<file path="src/rtl/t03_pkg.sv">
// +--------------------------------------------------------------------+
// | t03_pkg : shared types and defaults for the t03 register file      |
// | rev 1.0                                                            |
// +--------------------------------------------------------------------+
`default_nettype none

package t03_pkg;

  typedef enum logic [1:0] {
    WB_ALU  = 2'd0,
    WB_MEM  = 2'd1,
    WB_PC   = 2'd2,
    WB_NONE = 2'd3
  } wb_sel_t;

  localparam int DEF_DATA_W   = 32;
  localparam int DEF_NUM_REGS = 32;

endpackage

`default_nettype wire

</file>
<file path="src/rtl/t03_regfile_scoreboard.sv">
// +--------------------------------------------------------------------+
// | t03_regfile_scoreboard : load-pending bits, busy lookup, busy count |
// | rev 1.0                                                            |
// +--------------------------------------------------------------------+
`default_nettype none

module t03_regfile_scoreboard
  import t03_pkg::*;
#(
  parameter int NUM_REGS = DEF_NUM_REGS,
  parameter int NUM_RD   = 2,
  parameter int BYPASS   = 1,
  parameter int ZERO_REG = 1,
  localparam int AW      = $clog2(NUM_REGS)
) (
  input  logic                 clk,
  input  logic                 reset_n,
  input  logic                 ld_issue,
  input  logic [AW-1:0]        ld_addr,
  input  logic                 flush,
  input  logic                 clr_en,
  input  logic [AW-1:0]        clr_addr,
  input  logic [NUM_RD*AW-1:0] rd_addr,
  output logic [NUM_RD-1:0]    rd_busy,
  output logic [AW:0]          busy_cnt
);

  logic [NUM_REGS-1:0] pend_q;
  logic [NUM_REGS-1:0] pend_d;
  logic [AW:0]         busy_cnt_q;
  logic [AW:0]         busy_cnt_d;
  logic                w_set_ok;

  assign w_set_ok = ld_issue && !((ZERO_REG != 0) && (ld_addr == '0));

  // Set is applied after clear so a newer load to the same register wins.
  always_comb begin
    pend_d = pend_q;
    if (flush) begin
      pend_d = '0;
    end else begin
      if (clr_en) pend_d[clr_addr] = 1'b0;
      if (w_set_ok) pend_d[ld_addr] = 1'b1;
    end
  end

  always_comb begin
    busy_cnt_d = '0;
    for (int i = 0; i < NUM_REGS; i++) begin
      busy_cnt_d = busy_cnt_d + (AW+1)'(pend_d[i]);
    end
  end

  always_ff @(posedge clk or negedge reset_n) begin
    if (!reset_n) begin
      pend_q     <= '0;
      busy_cnt_q <= '0;
    end else begin
      pend_q     <= pend_d;
      busy_cnt_q <= busy_cnt_d;
    end
  end

  assign busy_cnt = busy_cnt_q;

  for (genvar i = 0; i < NUM_RD; i++) begin : g_busy
    logic [AW-1:0] w_addr;
    logic          w_bypassed;
    assign w_addr     = rd_addr[i*AW +: AW];
    // Load data arriving this cycle is forwarded, so the reader need not stall.
    assign w_bypassed = (BYPASS != 0) && clr_en && (clr_addr == w_addr);
    assign rd_busy[i] = pend_q[w_addr] && !w_bypassed;
  end

endmodule

`default_nettype wire

</file>
<file path="src/rtl/t03_regfile_sb.sv">
// +--------------------------------------------------------------------+
// | t03_regfile_sb : parametrised register file with write-back mux,   |
// | read bypass and load-use scoreboard                 rev 1.0        |
// +--------------------------------------------------------------------+
`default_nettype none

module t03_regfile_sb
  import t03_pkg::*;
#(
  parameter int DATA_W   = DEF_DATA_W,
  parameter int NUM_REGS = DEF_NUM_REGS,
  parameter int NUM_RD   = 2,
  parameter int BYPASS   = 1,
  parameter int ZERO_REG = 1,
  localparam int AW      = $clog2(NUM_REGS)
) (
  input  logic                     clk,
  input  logic                     reset_n,
  input  logic [NUM_RD*AW-1:0]     rd_addr,
  output logic [NUM_RD*DATA_W-1:0] rd_data,
  output logic [NUM_RD-1:0]        rd_busy,
  input  logic                     wr_en,
  input  logic [AW-1:0]            wr_addr,
  input  logic [1:0]               wr_sel,
  input  logic [DATA_W-1:0]        wr_alu,
  input  logic [DATA_W-1:0]        wr_mem,
  input  logic [DATA_W-1:0]        wr_pc,
  input  logic                     ld_issue,
  input  logic [AW-1:0]            ld_addr,
  input  logic                     flush,
  output logic [AW:0]              busy_cnt
);

  logic [DATA_W-1:0] regs_q [NUM_REGS];
  logic [DATA_W-1:0] regs_d [NUM_REGS];
  logic [DATA_W-1:0] w_wr_data;
  logic              w_wr_live;
  logic              w_clr_en;

  always_comb begin
    w_wr_data = '0;
    case (wb_sel_t'(wr_sel))
      WB_ALU:  w_wr_data = wr_alu;
      WB_MEM:  w_wr_data = wr_mem;
      WB_PC:   w_wr_data = wr_pc;
      default: w_wr_data = '0;
    endcase
  end

  assign w_wr_live = wr_en && (wb_sel_t'(wr_sel) != WB_NONE) &&
                     !((ZERO_REG != 0) && (wr_addr == '0));
  assign w_clr_en  = wr_en && (wb_sel_t'(wr_sel) == WB_MEM);

  always_comb begin
    regs_d = regs_q;
    if (w_wr_live) regs_d[wr_addr] = w_wr_data;
  end

  always_ff @(posedge clk or negedge reset_n) begin
    if (!reset_n) begin
      for (int i = 0; i < NUM_REGS; i++) regs_q[i] <= '0;
    end else begin
      regs_q <= regs_d;
    end
  end

  for (genvar i = 0; i < NUM_RD; i++) begin : g_rd
    logic [AW-1:0]     w_addr;
    logic [DATA_W-1:0] w_word;
    assign w_addr = rd_addr[i*AW +: AW];
    always_comb begin
      w_word = regs_q[w_addr];
      if ((BYPASS != 0) && w_wr_live && (wr_addr == w_addr)) w_word = w_wr_data;
      if ((ZERO_REG != 0) && (w_addr == '0)) w_word = '0;
    end
    assign rd_data[i*DATA_W +: DATA_W] = w_word;
  end

  t03_regfile_scoreboard #(
    .NUM_REGS (NUM_REGS),
    .NUM_RD   (NUM_RD),
    .BYPASS   (BYPASS),
    .ZERO_REG (ZERO_REG)
  ) u_sb (
    .clk      (clk),
    .reset_n  (reset_n),
    .ld_issue (ld_issue),
    .ld_addr  (ld_addr),
    .flush    (flush),
    .clr_en   (w_clr_en),
    .clr_addr (wr_addr),
    .rd_addr  (rd_addr),
    .rd_busy  (rd_busy),
    .busy_cnt (busy_cnt)
  );

endmodule

`default_nettype wire
</file>
<file path="config.mk">
export PLATFORM = sky130hd
export DESIGN_NAME = t03_regfile_sb
export DESIGN_NICKNAME = d
export VERILOG_FILES = /design/src/rtl/t03_pkg.sv /design/src/rtl/t03_regfile_scoreboard.sv /design/src/rtl/t03_regfile_sb.sv
export SDC_FILE = /design/constraint.sdc
export NUM_CORES = 2
export LEC_CHECK = 0
export CAP_MARGIN = 30
export CORE_ASPECT_RATIO = 0.7
export CORE_MARGIN = 8
export CORE_UTILIZATION = 62
export CTS_CLUSTER_DIAMETER = 50
export DETAILED_ROUTE_END_ITERATION = 8
export PLACE_DENSITY_LB_ADDON = 0.05
export SLEW_MARGIN = 20
export SYNTH_ARGS = -nofsm -noshare
export SYNTH_HDL_FRONTEND = slang
export SYNTH_SLANG_ARGS = --single-unit
</file>
<file path="constraint.sdc">
create_clock -name clk -period 5.31 [get_ports clk]
set_input_delay 1.062 -clock clk [delete_from_list [all_inputs] [get_ports clk]]
set_output_delay 1.062 -clock clk [all_outputs]
set_load 0.01 [all_outputs]
</file>
==> results <==
- The final clock period utilization by the worst path is 1.106.
- The worst path in the final design needs a cycle of between 5 and 6 ns, including I/O delays and setup.
- The total iterations of the first detailed-routing run is 6.
- The compound-gate portion of the synthesized area came to 0.1613.
- After detailed routing, the number of vias per cell comes to approximately 7.
- Summed over all layers, the global routing overflow is 0.
- The first global-routing pass estimated about 310 mm of wire.
- For this design the static power due to leakage is 29.21 nW.
- In the final routed layout, each cell accounts on average for 31.21 um.
- The via count of the first global-routing pass came to 46,490.
- Headroom to the max-slew limit came out at 0.2700.
- The total of flip-flops plus latches after synthesis is between 1,000 and 1,500.
- The simple-gate area share of the yosys netlist is 0.09185.
- In this run the worst path has a maximum fanout of 4.
- The area of the core is between 90,000 and 100,000 um^2.
- The fraction of the core area covered by cells at the end of the flow is 0.7216.
- In this run, distinct cell masters in the synthesized netlist total 71.
- Adding up every negative setup slack in the final design gives -3.016 ns.
- The startpoint of the most critical register-to-register path is u_sb.pend_q[1].
- The largest family of logic cells by synthesized area is multiplexers.
- Each instance of the synthesized netlist takes up on average 10.80 um^2.
- IR analysis of the VDD net gives a maximum drop of 310.1 uV.
- The floorplan has 93 rows.
- The total half-perimeter wirelength after legalization and detailed placement is roughly 130 mm.
- STA classifies the critical path endpoint as a flop.
- At the end of routability-driven placement, the weighted congestion stood at 0.9276.
- The number of cells traversed by the worst register-to-register path is 18.
- The library cells used most frequently in the layout, excluding fill and tap cells, are sky130_fd_sc_hd__dfrtp_1, sky130_fd_sc_hd__nand2_1, sky130_fd_sc_hd__o21ai_0.
- The routed design uses roughly 30 mm of met3 wire.
- The xor/xnor cell area share of the yosys netlist is 0.002005.
- The area after detailed placement is between 60,000 and 70,000 um^2.
- In this run the vertical extent of the chip is between 200 and 300 um.
- The H-tree was split into 3 levels.
- The worst-case hold slack is ~0.39 ns.
- STA puts the critical path data required time at 5.94 ns.
- The number of flops mapped to enable cells by yosys is 0.
- The layout net count is around 5,500.
- The portion of the post-synthesis area used by sequential elements is 0.4681.
- From left edge to right edge, the die measures between 300 and 400 um.
- The final antenna-violating net count is 0.
- The final clock skew is approximately 0.017 ns.
- After routing the design area is between 60,000 and 70,000 um^2.
- In the post-route analysis, the smallest setup slack over all paths is -0.5645 ns.
- The number of port buffers is roughly 190.
- The total count of hold-check failures in the final report was 0.
- The initial core utilization is 0.6216.
- The slew at the pin closest to its max-slew limit is 1.095 ns.
- The checks that failed: negative setup slack.
- The area growth from synthesis to layout is 16.09%.
- The max-slew violation count is 0.
- The clock passes through at most 3 buffers.
- The wire length the detailed router placed on met1 is roughly 80 mm.
- The highest layer touched by signal routing is met5.
- CTS placed an instance of sky130_fd_sc_hd__clkbuf_16 at the clock tree root.
- Clock-pin slew was measured on the worst setup and hold paths at 0.06 ns.
- The flow ran to the end, but the final reports show violations.
- When the netlist entered floorplanning its net count stood at 5,411.
- In this run the register-to-register setup slack is 0.14 ns.
- The cts-stage hold buffer count is 0.
- For this run, the slowest stage of the critical path takes about 0.59 ns.
- Of the cells placed in the final design, the portion with a size suffix greater than 1 is 0.2024.
- The share of cell area taken by muxes after synthesis is 0.2162.
- Of the total synthesized cell area, the portion taken by full adders, half adders and majority gates is 0.01023.
- The total power per unit cell area is between 300 and 400 nW/um^2.
- The number of antenna violations at the first check in global routing came to 10.
- Entering global routing, the biggest net connects about 120 pins.
- After detailed routing, the met2 layer carries between 80 and 90 mm of wire.
- The detailed router finished its first iteration with 6,353 violations.
- The number of max-capacitance violations reported is 0.
- The floorplan step defined a die boundary enclosing a little over 100,000 um^2.
- The synthesized instance count is roughly 5,300.
- The I/O pin count is a little under 200.
- TritonCTS built the clock tree.
- In the routed design, unresolved DRC markers number 0.
- The number of clock buffers added by TritonCTS is 108.
- Walking the worst path, the cells encountered are buf_8 > nor2b_4 > buf_12 > and2_4 > nand3b_1 > o21ai_4 > a21oi_4 > ha_4 > inv_2 > fa_1 > fa_2 > fa_1 > fa_1 > fa_1 > inv_1 > fa_1 > fa_2 > inv_2 > fa_2 > inv_1 > a21o_1 > a21oi_2 > xnor2_1.
- In the synthesized netlist the dominant register cell turns out to be sky130_fd_sc_hd__dfrtp_1.
- The worst hold path belongs to the class input port to async pin.
- The later pin in the worst-skew pair is clocked with a latency of about 0.71 ns.
- The fraction of synthesis flops using an asynchronous set or reset pin is 1.000.
- For this run, the top clock speed supported by timing is about 170 MHz.
- Setup repair after global routing could not meet its margin everywhere.
- The endpoint of the lowest-slack register-to-register path is u_sb.busy_cnt[4].
- Setup violations remaining at the end of the flow were counted as 14.
- The final layout contains routed wiring with a total length of between 200 and 250 mm.
- The slowest library cell on the worst path is sky130_fd_sc_hd__fa_2.
- The critical path arrival is approximately 6.5 ns.
- The critical path class is input port to flop.
- The most numerous cell type found on the critical path is sky130_fd_sc_hd__fa_1.
- The netlist area before placement is between 50,000 and 60,000 um^2.
- The CTS sink count is approximately 1,100.
- The overall global routing resource usage is 0.4095.
- The nature of the critical path startpoint is an input port.
- Leaving out fill and tap cells, the most frequent cell in the layout is sky130_fd_sc_hd__dfrtp_1.
- Summing over every cut layer, the via total after detailed routing is ~47,000.
- For this run, the number of Yosys warnings is 0.
worst max-delay path by stage:
stage / from / endpoint / slack [ns]
floorplan: wr_sel[0] / u_sb.busy_cnt[4] / -1.06
global placement: wr_addr[4] / u_sb.busy_cnt[4] / -1.53
detailed placement: wr_addr[4] / u_sb.busy_cnt[4] / -1.58
CTS: wr_sel[1] / u_sb.busy_cnt[4] / -0.58
global route: wr_sel[1] / u_sb.busy_cnt[4] / -0.68
finish: wr_sel[1] / u_sb.busy_cnt[4] / -0.56
cells by family (layout without fill, tap and decap cells):
kind of cell               Yosys count  in the layout
and+or+nand+nor                   1276           1276
adders and majority gates           32             32
muxes                              707            707
xor gates and xnor gates            13             13
AOI/OAI and AO/OA                 1568           1568
other                                0              6
DFF                               1062           1062
buffers and inverters              598            822
area by class of cell:
type,instances,area (um^2)
Multi-Input combinational cell,3596,27870
Tap cell,1235,1545
Clock buffer,138,3028
Antenna cell,6,15.01
Timing Repair Buffer,595,5953
Clock inverter,58,809.5
Inverter,31,116.4
Sequential cell,1062,26580
Fill cell,6557,25430
report_power, final:
part | switching, W | internal [W]
combinational | 0.00219 | 0.00192
clock | 0.00343 | 0.00491
sequential | 0.000872 | 0.00918
total | 0.00649 | 0.0160
through the flow:
stage          instances  worst slack, ns  total power (W)
6_report            6721          -0.5645          0.02250
5_1_grt             6718          -0.6792          0.02329
4_1_cts             6711          -0.5799          0.02240
3_3_place_gp        6463           -1.532          0.01396
2_1_floorplan       5256           -1.061          0.01246
3_5_place_dp        6471           -1.585          0.01413
synth_stat cells, types with 26 or more instances:
cell type	instances	area, um^2
sky130_fd_sc_hd__dfrtp_1	1062	26580
sky130_fd_sc_hd__mux2i_1	296	2963
sky130_fd_sc_hd__a22o_1	63	551.8
sky130_fd_sc_hd__a221oi_1	47	411.6
sky130_fd_sc_hd__o221ai_1	26	227.7
sky130_fd_sc_hd__a22oi_1	46	345.3
sky130_fd_sc_hd__a21o_1	31	232.7
sky130_fd_sc_hd__o21ai_0	1033	5170
sky130_fd_sc_hd__mux4_2	388	8738
sky130_fd_sc_hd__nand2_1	1070	4016
sky130_fd_sc_hd__o32ai_1	35	306.5
sky130_fd_sc_hd__a211oi_1	44	330.3
sky130_fd_sc_hd__a21oi_1	83	415.4
sky130_fd_sc_hd__inv_1	31	116.4
sky130_fd_sc_hd__buf_2	111	555.5
sky130_fd_sc_hd__clkbuf_1	373	1400
sky130_fd_sc_hd__o22ai_1	64	400.4
sky130_fd_sc_hd__nor2_1	55	206.5
sky130_fd_sc_hd__buf_4	34	255.2
critical path, delay by kind of cell:
family                   cells  cell delay (ns)
AO/OA/AOI/OAI                4             0.61
XOR/XNOR                     1             0.12
adder cells (fa/ha/maj)      9             3.79
buffers and inverters        6             0.43
AND/OR/NAND/NOR              3             0.47
flip-flops by register name, summed over array words and instances (netlist names):
name           count
u_sb.pend_q       32
regs_q          1024
u_sb.busy_cnt      6
timing repair:
item,in CTS,in global routing
gates resized for setup,37,37
setup buffers,44,5
pin swaps,7,7
endpoints found under the setup margin,15,23
per-layer routing:
| metal | track usage | up-vias |
|---|---|---|
| met5 | 0 | - |
| li1 | - | 19510 |
| met3 | 0.1448 | 716 |
| met1 | 0.5722 | 23420 |
| met4 | 0.1827 | 10 |
| met2 | 0.5792 | 3550 |
Power figures use the tool's default switching activity.
